===== src/rtl/verify_sched.sv =====
// Round-robin frame scheduler in front of the verify sequence checker.
// Optional per-source result statistics when VERIFY_SCHED_STATS_EN is defined.
module verify_sched #(
  parameter int unsigned freq         = 200,
  parameter int unsigned UART_RX_BAUD = 20,
  parameter int unsigned MAX_LEN      = 32,
  parameter int unsigned TIMEOUT      = 1023
) (
  input  logic       clk,
  input  logic       rst,
  input  logic [7:0] req0_char,
  input  logic       req0_valid,
  output logic       req0_ready,
  input  logic [7:0] req1_char,
  input  logic       req1_valid,
  output logic       req1_ready,
  output logic [7:0] chk_char,
  output logic       chk_valid,
  input  logic       chk_seq_valid,
  input  logic       chk_strobe,
  output logic [1:0] grant,
  output logic       res_valid,
  output logic       res_ch,
  output logic       res_ok,
  output logic [1:0] res_err
`ifdef VERIFY_SCHED_STATS_EN
  ,
  output logic [15:0] stat_ok,
  output logic [15:0] stat_fail
`endif
);

  localparam int unsigned TR    = freq / UART_RX_BAUD;
  localparam int unsigned GAP_W = $clog2(TR);
  localparam int unsigned LEN_W = $clog2(MAX_LEN + 1);
  localparam int unsigned TMO_W = $clog2(TIMEOUT + 1);

  typedef enum logic [2:0] {IDLE, PREFIX, FETCH, DRAIN, WAIT_RES, REPORT} state_t;

  state_t            state_q, state_d;
  logic [GAP_W-1:0]  gap_q, gap_d;
  logic [LEN_W-1:0]  len_q, len_d;
  logic [TMO_W-1:0]  tmo_q, tmo_d;
  logic              last_q, last_d;
  logic [1:0]        grant_q, grant_d;
  logic [1:0]        ready_q, ready_d;
  logic [7:0]        chk_char_q, chk_char_d;
  logic              chk_valid_q, chk_valid_d;
  logic              res_valid_q, res_valid_d;
  logic              res_ch_q, res_ch_d;
  logic              res_ok_q, res_ok_d;
  logic [1:0]        res_err_q, res_err_d;

  logic              acc;
  logic [7:0]        acc_char;

  // Handshake with the currently granted source
  assign acc      = grant_q[1] ? (req1_valid & ready_q[1]) : (req0_valid & ready_q[0]);
  assign acc_char = grant_q[1] ? req1_char : req0_char;

  always_ff @(posedge clk) begin
    if (!rst) begin
      state_q     <= IDLE;
      gap_q       <= '0;
      len_q       <= '0;
      tmo_q       <= '0;
      last_q      <= 1'b1;
      grant_q     <= '0;
      ready_q     <= '0;
      chk_char_q  <= '0;
      chk_valid_q <= 1'b0;
      res_valid_q <= 1'b0;
      res_ch_q    <= 1'b0;
      res_ok_q    <= 1'b0;
      res_err_q   <= '0;
    end else begin
      state_q     <= state_d;
      gap_q       <= gap_d;
      len_q       <= len_d;
      tmo_q       <= tmo_d;
      last_q      <= last_d;
      grant_q     <= grant_d;
      ready_q     <= ready_d;
      chk_char_q  <= chk_char_d;
      chk_valid_q <= chk_valid_d;
      res_valid_q <= res_valid_d;
      res_ch_q    <= res_ch_d;
      res_ok_q    <= res_ok_d;
      res_err_q   <= res_err_d;
    end
  end

  always_comb begin
    state_d     = state_q;
    gap_d       = (gap_q == '0) ? '0 : gap_q - GAP_W'(1);
    len_d       = len_q;
    tmo_d       = '0;
    last_d      = last_q;
    grant_d     = grant_q;
    ready_d     = '0;
    chk_char_d  = chk_char_q;
    chk_valid_d = 1'b0;
    res_valid_d = 1'b0;
    res_ch_d    = res_ch_q;
    res_ok_d    = res_ok_q;
    res_err_d   = res_err_q;

    case (state_q)
      IDLE: begin
        len_d = '0;
        // Ties go to the source that was not served last
        if (req0_valid && (!req1_valid || last_q)) begin
          grant_d = 2'b01;
          state_d = PREFIX;
        end else if (req1_valid) begin
          grant_d = 2'b10;
          state_d = PREFIX;
        end
      end
      PREFIX: begin
        if (gap_q == '0) begin
          chk_valid_d = 1'b1;
          chk_char_d  = 8'h00;
          state_d     = FETCH;
        end
      end
      FETCH: begin
        if (acc) begin
          if (acc_char == 8'h00) begin
            if (len_q != '0) begin
              chk_valid_d = 1'b1;
              chk_char_d  = 8'h00;
              state_d     = WAIT_RES;
            end
          end else if (len_q == LEN_W'(MAX_LEN)) begin
            // Overlong frame: drop this character and terminate the checker's view
            chk_valid_d = 1'b1;
            chk_char_d  = 8'h00;
            state_d     = DRAIN;
          end else begin
            chk_valid_d = 1'b1;
            chk_char_d  = acc_char;
            len_d       = len_q + LEN_W'(1);
          end
        end
      end
      DRAIN: begin
        if (acc && (acc_char == 8'h00)) begin
          state_d     = REPORT;
          res_valid_d = 1'b1;
          res_ch_d    = grant_q[1];
          res_ok_d    = 1'b0;
          res_err_d   = 2'b10;
        end
      end
      WAIT_RES: begin
        tmo_d = (tmo_q == TMO_W'(TIMEOUT)) ? tmo_q : tmo_q + TMO_W'(1);
        if (chk_strobe) begin
          state_d     = REPORT;
          res_valid_d = 1'b1;
          res_ch_d    = grant_q[1];
          res_ok_d    = chk_seq_valid;
          res_err_d   = 2'b00;
        end else if (tmo_q == TMO_W'(TIMEOUT)) begin
          state_d     = REPORT;
          res_valid_d = 1'b1;
          res_ch_d    = grant_q[1];
          res_ok_d    = 1'b0;
          res_err_d   = 2'b01;
        end
      end
      REPORT: begin
        last_d  = grant_q[1];
        grant_d = '0;
        state_d = IDLE;
      end
      default: state_d = IDLE;
    endcase

    // Character pacing toward the checker
    if (chk_valid_d) gap_d = GAP_W'(TR - 1);
    if (((state_d == FETCH) && (gap_d == '0)) || (state_d == DRAIN)) ready_d = grant_d;
  end

  assign req0_ready = ready_q[0];
  assign req1_ready = ready_q[1];
  assign chk_char   = chk_char_q;
  assign chk_valid  = chk_valid_q;
  assign grant      = grant_q;
  assign res_valid  = res_valid_q;
  assign res_ch     = res_ch_q;
  assign res_ok     = res_ok_q;
  assign res_err    = res_err_q;

`ifdef VERIFY_SCHED_STATS_EN
  logic [15:0] stat_ok_q, stat_fail_q;

  function automatic logic [7:0] sat_inc(input logic [7:0] v);
    return (v == 8'hFF) ? v : v + 8'd1;
  endfunction

  // Saturating per-source result counters, bumped as each result is issued
  always_ff @(posedge clk) begin
    if (!rst) begin
      stat_ok_q   <= '0;
      stat_fail_q <= '0;
    end else if (res_valid_d) begin
      if (res_ok_d) begin
        if (res_ch_d) stat_ok_q[15:8] <= sat_inc(stat_ok_q[15:8]);
        else          stat_ok_q[7:0]  <= sat_inc(stat_ok_q[7:0]);
      end else begin
        if (res_ch_d) stat_fail_q[15:8] <= sat_inc(stat_fail_q[15:8]);
        else          stat_fail_q[7:0]  <= sat_inc(stat_fail_q[7:0]);
      end
    end
  end

  assign stat_ok   = stat_ok_q;
  assign stat_fail = stat_fail_q;
`endif

endmodule


===== config.mk =====
export PLATFORM = sky130hd
export DESIGN_NAME = verify_sched
export DESIGN_NICKNAME = d
export VERILOG_FILES = /design/src/rtl/verify_sched.sv
export SDC_FILE = /design/constraint.sdc
export NUM_CORES = 1
export LEC_CHECK = 0
export ABC_AREA = 0
export CAP_MARGIN = 20
export CORE_UTILIZATION = 45
export CTS_CLUSTER_DIAMETER = 60
export CTS_CLUSTER_SIZE = 30
export DETAILED_ROUTE_END_ITERATION = 8
export PLACE_DENSITY = 0.78
export SYNTH_ARGS = -nofsm -noshare
export SYNTH_HDL_FRONTEND = slang
export SYNTH_SLANG_ARGS = --single-unit

===== constraint.sdc =====
create_clock -name clk -period 2.3 [get_ports clk]
set_input_delay 0.345 -clock clk [delete_from_list [all_inputs] [get_ports clk]]
set_output_delay 0.345 -clock clk [all_outputs]
set_load 0.05 [all_outputs]

======== Yosys cells after proc, flatten, opt, wreduce, memory -nomap -nowiden ========
Cells that the tools add are included.
cells by class
  add/subtract/negate cells ............... 3
  eq/ne operators ......................... 16
  mux-type cells .......................... 49
  bitwise operators ....................... 2
  reductions and logical operators ........ 19
operators with widths
  operator                                                                number
  8-bit two-way mux                                                       6
  3-bit two-way mux                                                       10
  6-bit two-way mux                                                       3
  8-bit case mux with 2 select lines                                      1
  3-bit case mux with 5 select lines                                      1
  1-bit two-way mux                                                       14
  3-bit by 2-bit equality test with 1-bit output (second input constant)  4
  6-bit case mux with 2 select lines                                      1
  10-bit by 1-bit adder with 10-bit output (second input constant)        1
  10-bit equality test (second input constant)                            1
  2-bit two-way mux                                                       5
  2-bit != test (second input constant)                                   5
  4-bit zero test                                                         2
  8-bit zero test                                                         1
  4-bit two-way mux                                                       2
  1-bit case mux with 2 select lines                                      4
  2-bit case mux with 2 select lines                                      2
  4-bit AND reduction                                                     2
  6-bit by 1-bit adder with 6-bit output (second input constant)          1
  3-bit equality test (second input constant)                             2
  6-bit equality test (second input constant)                             1
  3-bit != test (second input constant)                                   2
  2-bit nonzero test                                                      3
  6-bit nonzero test                                                      1
  other kinds (9)                                                         14
storage, ports and cells
  register bits ........................... 42
  output and inout bits ................... 18

======== Logic depth before layout (Yosys ltp) ========
Gate-level depths: netlist of run 1.
  depth in word-level cells ............... 10
  depth in mapped cells ................... 8

======== Worst setup path after synthesis of run 1 ========
No wires, ideal clock.
  path kind ............................... input -> register
  start ................................... input req1_char[2]
  end ..................................... register chk_char_q[0], in the netlist chk_char[0]
  setup time .............................. 0.070 ns
  arrival time ............................ 2.014 ns
  required time ........................... 2.230 ns
  path slack .............................. 0.216 ns
  stages .................................. 6
  path through ............................ or4_4 or3_1 buf_6 a21o_1 a211oi_4 o2bb2ai_1
between the ends
  cells in the longest elaborated chain, start to end .. 5
  elaborated cells on any way between the ends .. 7
  those cells by class .................... 1 x eq/ne; 4 x mux; 2 x reduce/logical
ends and longest elaborated chain
  what                                line  RTL
  start: declaration                  14    input logic [7:0] req1_char,
  8-bit two-way mux (*)               59    assign acc_char = grant_q[1] ? req1_char : req0_char;
  8-bit zero test (*)                 129   if (acc_char == 8'h00) begin
  8-bit two-way mux                   129
  8-bit two-way mux                   128   if (acc) begin
  8-bit case mux with 2 select lines  108   case (state_q)
  end signal: assignment              84    chk_char_q <= chk_char_d;
  end: declaration                    47    logic [7:0] chk_char_q, chk_char_d;
Mark *: on every way between the ends. The rest lies on a longest branch, timed or not. The select of a mux whose other input is x is not followed.
A chain may end at the register's enable or synchronous reset.

======== Final worst setup path of run 1 ========
  start ................................... input req1_char[2]
  end ..................................... register chk_char_q[3], in the netlist chk_char[3]
The elaborated chain is that of the path after synthesis.

==> flow_summary.json, run 1 <==
{
  "clkLatencyLatePin_ns": 0.29,
  "layout_worst_path_cycle_share_pct": 95.0,
  "antennaDiodeCount": 0,
  "maxClockFrequency_ghz": 0.458,
  "tritoncts": "done",
  "synth_compound_gate_area_share_pct": 18.8,
  "grtUsageMet1_pct": 29.4,
  "worst-endpoint-required_ns": 2.53,
  "worst-path-buf-inv": 2,
  "grt_start_max_net_pins": 17,
  "area.growth.synth_to_final_pct": 29.0,
  "core_mm2": 0.00444,
  "synthXorXnorAreaFrac_pct": 3.72,
  "cellInternalPower_mw": 1.34,
  "cellPowerDensity_mw_per_mm2": 738,
  "cap_viol_max_count": 0,
  "routed_wirelength_mm": 4.96,
  "p_sw_mw": 0.673,
  "seq_area_frac_synth_pct": 39.7,
  "synth_edf_count": 0,
  "via_count": 1967,
  "vias_in_the_first_global_route": 1834,
  "static-leakage-power_nw": 1.01,
  "cts_sinks": 42,
  "utilization_pct": 61.5,
  "cts_root_buf": "sky130_fd_sc_hd__clkbuf_8",
  "post_drt_wl_per_cell_um": 14.5,
  "outcome": "complete, no violations",
  "postCtsHoldBufs": 0,
  "timing.critical_path.fanout_max": 8,
  "grt_usage_pct": 21.2,
  "critical-path-top-delay-family": "simple AND/OR/NAND/NOR gates",
  "dr.pass1.iters": 5,
  "die-width_um": 70.6,
  "worstSetupPathType": "input port to flip-flop",
  "port-buffer-count": 39,
  "postSynthAreaPerCell_um2": 8.91,
  "synth_cells": 238,
  "synthArstFlopShare_pct": 0,
  "syn-num-nets": 265,
  "grt_util_met2_pct": 33.0,
  "slew_headroom_pct": 62.3,
  "globalRoute.busiestLayer": "met2",
  "slew_violations": 0,
  "synth-adder-area-share_pct": 2.95,
  "initial_utilization_pct": 47.7,
  "worst_clock_skew_ns": 0.00495,
  "netSwitchingFraction_pct": 33.4,
  "worstPathCellList": "clkdlybuf4s50_1 -> or4_4 -> or3_1 -> a21o_1 -> a211oi_4 -> buf_4 -> o2bb2ai_1",
  "synthesis.yosys.warnings": 0,
  "post_route_cells_drive_above_1_share_pct": 11.0,
  "placement_rows": 24,
  "part_of_the_total_power_dissipated_in_sequential_elements_pct": 42.7,
  "worstSetupEndpointType": "flip-flop",
  "ctsLongestPathBuffers": 2,
  "setup_viol_count_final": 0,
  "viasPerCell": 5.75,
  "ys_seq_elements": 42,
  "drtIter0Drc": 109,
  "yosys.area_share.simple_pct": 24.6,
  "critical_path_startpoint_category": "input port",
  "fin_crit_ns": 2.18,
  "holdCritPathClass": "flip-flop to flip-flop",
  "grt_first_pass_wirelength_mm": 8.46,
  "synth.area.mux_share_pct": 6.26,
  "mappedNetlistArea_mm2": 0.00212,
  "place.gp.congestion": 0.865,
  "worst_path_largest_cell_delay_ns": 0.54,
  "crit_path_top_delay_cell": "sky130_fd_sc_hd__or4_4",
  "clock_power_share_pct": 24.7,
  "ios": 40,
  "hold_viol_final": 0,
  "worstPathArrival_ns": 2.41,
  "synthFlopType": "sky130_fd_sc_hd__dfxtp_1",
  "post_synth_num_cell_types": 56,
  "antenna_found_initial": 0,
  "grt-ovfl-total": 0,
  "share_comb_of_total_power_pct": 32.6,
  "nNetsFinal": 316,
  "tritoncts.num_buffers": 5,
  "rsz0062_at_grt": "no",
  "vdd_drop_max_mv": 0.441,
  "postRouteAntennaNets": 0,
  "use_met3_pct": 4.70,
  "fp.dieH_um": 70.6,
  "drc_errors": 0,
  "htree_num_levels": 2,
  "design.die.area_mm2": 0.00499,
  "clk_pin_slew_worst_paths_ns": 0.08,
  "dp_hpwl_mm": 3.72,
  "timing.hold.ws_ns": 0.462,
  "synth_top_family_by_area": "simple AND/OR/NAND/NOR gates",
  "cts_setup_buffers": 0,
  "worst_margin_pin_slew_ns": 0.565
}
[cells in the final DEF (no fill, tap or decap), drive strengths merged, types with 5 or more instances in the layout]
cell / n
buf: 16
inv: 10
nor3: 7
a21oi: 10
ha: 5
nor4: 5
nand2: 22
mux2i: 11
clkdlybuf4s50: 38
dfxtp: 42
clkbuf: 7
nand4: 5
xor2: 6
o2bb2ai: 8
nor2: 17
nand3: 11
o21ai: 5
[cell usage after synthesis, types with 2 or more instances]
cell type                    n  area share [%]
sky130_fd_sc_hd__dfxtp_1    42              40
sky130_fd_sc_hd__nand2_1    22             3.9
sky130_fd_sc_hd__nor2_1     17             3.0
sky130_fd_sc_hd__mux2i_1    11             5.2
sky130_fd_sc_hd__nand3_1    11             2.6
sky130_fd_sc_hd__a21oi_1    10             2.4
sky130_fd_sc_hd__inv_1       9             1.6
sky130_fd_sc_hd__o2bb2ai_1   8             3.3
sky130_fd_sc_hd__nor3_1      7             1.7
sky130_fd_sc_hd__clkbuf_1    6             1.1
sky130_fd_sc_hd__xor2_1      6             2.5
sky130_fd_sc_hd__ha_1        5             3.0
sky130_fd_sc_hd__nand4_1     5             1.5
sky130_fd_sc_hd__nor4_1      5             1.5
sky130_fd_sc_hd__o21ai_0     5             1.2
sky130_fd_sc_hd__a31oi_1     4             1.2
sky130_fd_sc_hd__and3_1      4             1.2
sky130_fd_sc_hd__o22ai_1     4             1.2
sky130_fd_sc_hd__and4_1      3             1.2
sky130_fd_sc_hd__nor2b_1     3            0.89
sky130_fd_sc_hd__or3_1       3            0.89
sky130_fd_sc_hd__xnor2_1     3             1.2
sky130_fd_sc_hd__a21bo_2     2            0.94
sky130_fd_sc_hd__a21boi_0    2            0.71
sky130_fd_sc_hd__a21o_1      2            0.71
sky130_fd_sc_hd__mux2_2      2             1.1
sky130_fd_sc_hd__nand2b_1    2            0.59
sky130_fd_sc_hd__nand3b_1    2            0.71
sky130_fd_sc_hd__nor3b_1     2            0.71
sky130_fd_sc_hd__nor4b_1     2            0.83
sky130_fd_sc_hd__o21bai_1    2            0.71
sky130_fd_sc_hd__o31a_1      2            0.83
sky130_fd_sc_hd__o32ai_1     2            0.83
[what timing repair did]
item                                    CTS  global route
gates resized for setup                   0             2
hold endpoints to repair                  0             0
endpoints found under the setup margin    0             6
[power groups by stage]
stage / clock [mW] / sequential [mW] / combinational [mW]
2_1_floorplan: 0 / 0.898 / 0.423
6_report: 0.498 / 0.861 / 0.659
3_3_place_gp: 0 / 0.875 / 0.643
5_1_grt: 0.543 / 0.871 / 0.725
3_5_place_dp: 0 / 0.876 / 0.657
4_1_cts: 0.509 / 0.859 / 0.659
[worst min-delay path: cells and delay by family, from the launching register on]
family,cells,cell delay [ns]
simple gates,1,0.05
flops,1,0.32
compound gates,1,0.05
[cell type report]
cell class                      instances  area (um^2)
Fill cell                             382         1710
Multi-Input combinational cell        177         1200
Sequential cell                        42          841
Timing Repair Buffer                   54          500
Clock buffer                            7         86.3
Tap cell                               52         65.1
Inverter                                9         33.8
Clock inverter                          1         8.76
[through the flow]
step                      area, um^2  setup WS, ns  power, mW  instances  TNS, ns
after floorplan                 2120         0.216       1.32        238        0
after global placement          2640        -0.185       1.52        334    -2.97
after detailed placement        2640        -0.227       1.53        334    -3.54
after CTS                       2730        0.0658       2.03        342        0
after global routing            2730        0.0147       2.14        342        0
final                           2730         0.115       2.02        342        0
[routing by layer]
layer / vias up / share of wire [%]
li1: 984 / -
met1: 921 / 50
met2: 53 / 44
met3: 9 / 4.3
met4: 0 / 1.5
met5: - / 0
[logic make-up after synthesis]
logic type / Yosys count
flip-flops: 42
adder cells (fa/ha/maj): 5
multiplexers: 13
AO/OA/AOI/OAI: 54
AND/OR/NAND/NOR: 96
XOR/XNOR: 9
buffers and inverters: 19
[sequential cells by signal, indices dropped and copies added, names as in the netlist, 2 cells and up]
register,cells
gap_q,4
len_q,6
res_err,2
tmo_q,10
grant,2
chk_char,8
ready_q,2
state_q,3
[final timing paths]
path / from / to / slack (ns) / cells past startpoint
worst max-delay path: req1_char[2] / chk_char[3] / 0.12 / 7
worst min-delay path: res_err[1] / res_err[1] / 0.46 / 2
worst max register to register: tmo_q[0] / ready_q[1] / 0.35 / 6
worst min register to register: res_err[1] / res_err[1] / 0.46 / 2
Power figures use the tool's default switching activity.
==> inputs of run 2 (changes only) <==
--- a/config.mk
+++ b/config.mk
@@ -11,7 +11,7 @@
 export CTS_CLUSTER_DIAMETER = 60
 export CTS_CLUSTER_SIZE = 30
 export DETAILED_ROUTE_END_ITERATION = 8
-export PLACE_DENSITY = 0.78
+export PLACE_DENSITY = 0.71
 export SYNTH_ARGS = -nofsm -noshare
 export SYNTH_HDL_FRONTEND = slang
 export SYNTH_SLANG_ARGS = --single-unit
==> flow_summary.json, run 2 (synthesis results as in run 1) <==
{
  "outcome": "complete, no violations",
  "maxClockFrequency_ghz": 0.448,
  "post_route_cells_drive_above_1_share_pct": 11.3,
  "utilization_pct": 61.7,
  "fin_ws_ns": 0.0673,
  "antenna_found_initial": 0,
  "postCtsHoldBufs": 0,
  "leading_cell_type_in_the_layout_fill_and_taps_excluded": "sky130_fd_sc_hd__dfxtp_1",
  "nNetsFinal": 318,
  "ios": 40,
  "place.gp.congestion": 0.865,
  "worstSetupEndpointType": "flip-flop",
  "holdCritPathClass": "flip-flop to flip-flop",
  "worstPathArrival_ns": 2.41,
  "clk_pin_slew_worst_paths_ns": 0.07,
  "worstPathCellList": "clkdlybuf4s50_1 -> or4_4 -> or3_1 -> buf_4 -> a21oi_1 -> nor2_1 -> o31a_1",
  "via_count": 1944,
  "drtIter0Drc": 96,
  "dr.pass1.iters": 4,
  "worst_margin_pin_slew_ns": 0.527,
  "worstSetupPathType": "input port to flip-flop",
  "vias_in_the_first_global_route": 1805,
  "placement_rows": 24,
  "design.die.area_mm2": 0.00499,
  "hold_viol_final": 0,
  "setup_viol_count_final": 0,
  "cap_viol_max_count": 0,
  "timing.critical_path.fanout_max": 7,
  "initial_utilization_pct": 47.7,
  "cellPowerDensity_mw_per_mm2": 731,
  "postRouteAntennaNets": 0,
  "drc_errors": 0,
  "worst_path_largest_cell_delay_ns": 0.54,
  "core_mm2": 0.00444,
  "dp_hpwl_mm": 3.85,
  "pre_cts_ws_ns": -0.236,
  "post_drt_wl_per_cell_um": 14.5,
  "grt-ovfl-total": 0,
  "register_ranked_first_by_flip_flop_count": "tmo_q",
  "cts_root_buf": "sky130_fd_sc_hd__clkbuf_8",
  "ctsLongestPathBuffers": 2,
  "cts_sinks": 42,
  "layout_worst_path_cycle_share_pct": 97.1,
  "slew_headroom_pct": 64.8,
  "static-leakage-power_nw": 1.01,
  "area.growth.synth_to_final_pct": 29.3,
  "cts_resized": 0,
  "critPathLaunch": "req1_char[2]",
  "rsz0062_at_grt": "no",
  "fin_crit_ns": 2.23,
  "rr_startpoint": "tmo_q[0]",
  "grt_usage_pct": 21.6,
  "tritoncts.num_buffers": 5,
  "die-width_um": 70.6,
  "cts_setup_buffers": 0,
  "grt_first_pass_wirelength_mm": 8.56,
  "grt_start_max_net_pins": 17,
  "htree_num_levels": 2,
  "viasPerCell": 5.65,
  "port-buffer-count": 39,
  "worst-endpoint-required_ns": 2.48,
  "worst_clock_skew_ns": 0.00457,
  "critical_path_startpoint_category": "input port",
  "hold_start": "chk_char[4]",
  "largest_register_ff_count": 10,
  "antennaDiodeCount": 0,
  "slew_violations": 0,
  "layout_common_cells": "42 x sky130_fd_sc_hd__dfxtp_1, 38 x sky130_fd_sc_hd__clkdlybuf4s50_1, 22 x sky130_fd_sc_hd__nand2_1",
  "clkLatencyLatePin_ns": 0.29,
  "tritoncts": "done",
  "routed_wirelength_mm": 5.00,
  "fp.dieH_um": 70.6,
  "vdd_drop_max_mv": 0.434,
  "crit_path_top_delay_cell": "sky130_fd_sc_hd__or4_4",
  "fill_cells": 407
}
## run 2: cell types whose count changed in the layout (fill, tap and decap cells not counted), sizes merged
cell    before  now
buf         16   18
clkinv       0    1
inv         10    9
## run 2: area by class of cell
class	count	area (um^2)	share of cell area [%]
multi-input combinational	177	1190	43.6
clock inverter	1	5.00	0.183
clock buffer	7	86.3	3.15
tap	52	65.1	2.37
inverter	9	33.8	1.23
timing repair buffer	56	515	18.8
sequential	42	841	30.7
## run 2: per-stage QoR
step / area, um^2 / power [mW] / setup TNS (ns) / instances / hold slack (ns)
2_1_floorplan: 2120 / 1.32 / 0 / 238 / 0.445
4_1_cts: 2740 / 2.02 / 0 / 344 / 0.464
6_report: 2740 / 2.01 / 0 / 344 / 0.462
3_5_place_dp: 2650 / 1.53 / -3.38 / 336 / 0.448
5_1_grt: 2740 / 2.13 / 0 / 344 / 0.482
3_3_place_gp: 2650 / 1.52 / -2.92 / 336 / 0.445
## run 2: final timing paths
kind         slack (ns)     endpoint  cells after the start
min reg2reg        0.46  chk_char[4]                      1
max reg2reg        0.32   ready_q[0]                      6
max                0.07     gap_q[3]                      7
min                0.46  chk_char[4]                      1
## run 2: report_power, final
group | total, mW | internal [mW] | leakage, nW | switching (mW)
Combinational | 0.661 | 0.308 | 0.625 | 0.353
Clock | 0.481 | 0.242 | 0.0482 | 0.239
Sequential | 0.863 | 0.789 | 0.340 | 0.0740
## run 2: worst max-delay path: cells and delay by family
family	cells	cell delay [ns]
AOI/OAI and AO/OA	2	0.46
buffers and inverters	2	0.59
and+or+nand+nor	3	1.01
## run 2: metal layers
| metal | global-route usage [%] | up-vias | wire (um) |
|---|---|---|---|
| met5 | 0 | - | 0 |
| met3 | 3.85 | 9 | 227 |
| li1 | - | 986 | - |
| met2 | 32.0 | 51 | 2160 |
| met4 | 7.33 | 0 | 92 |
| met1 | 31.6 | 898 | 2520 |
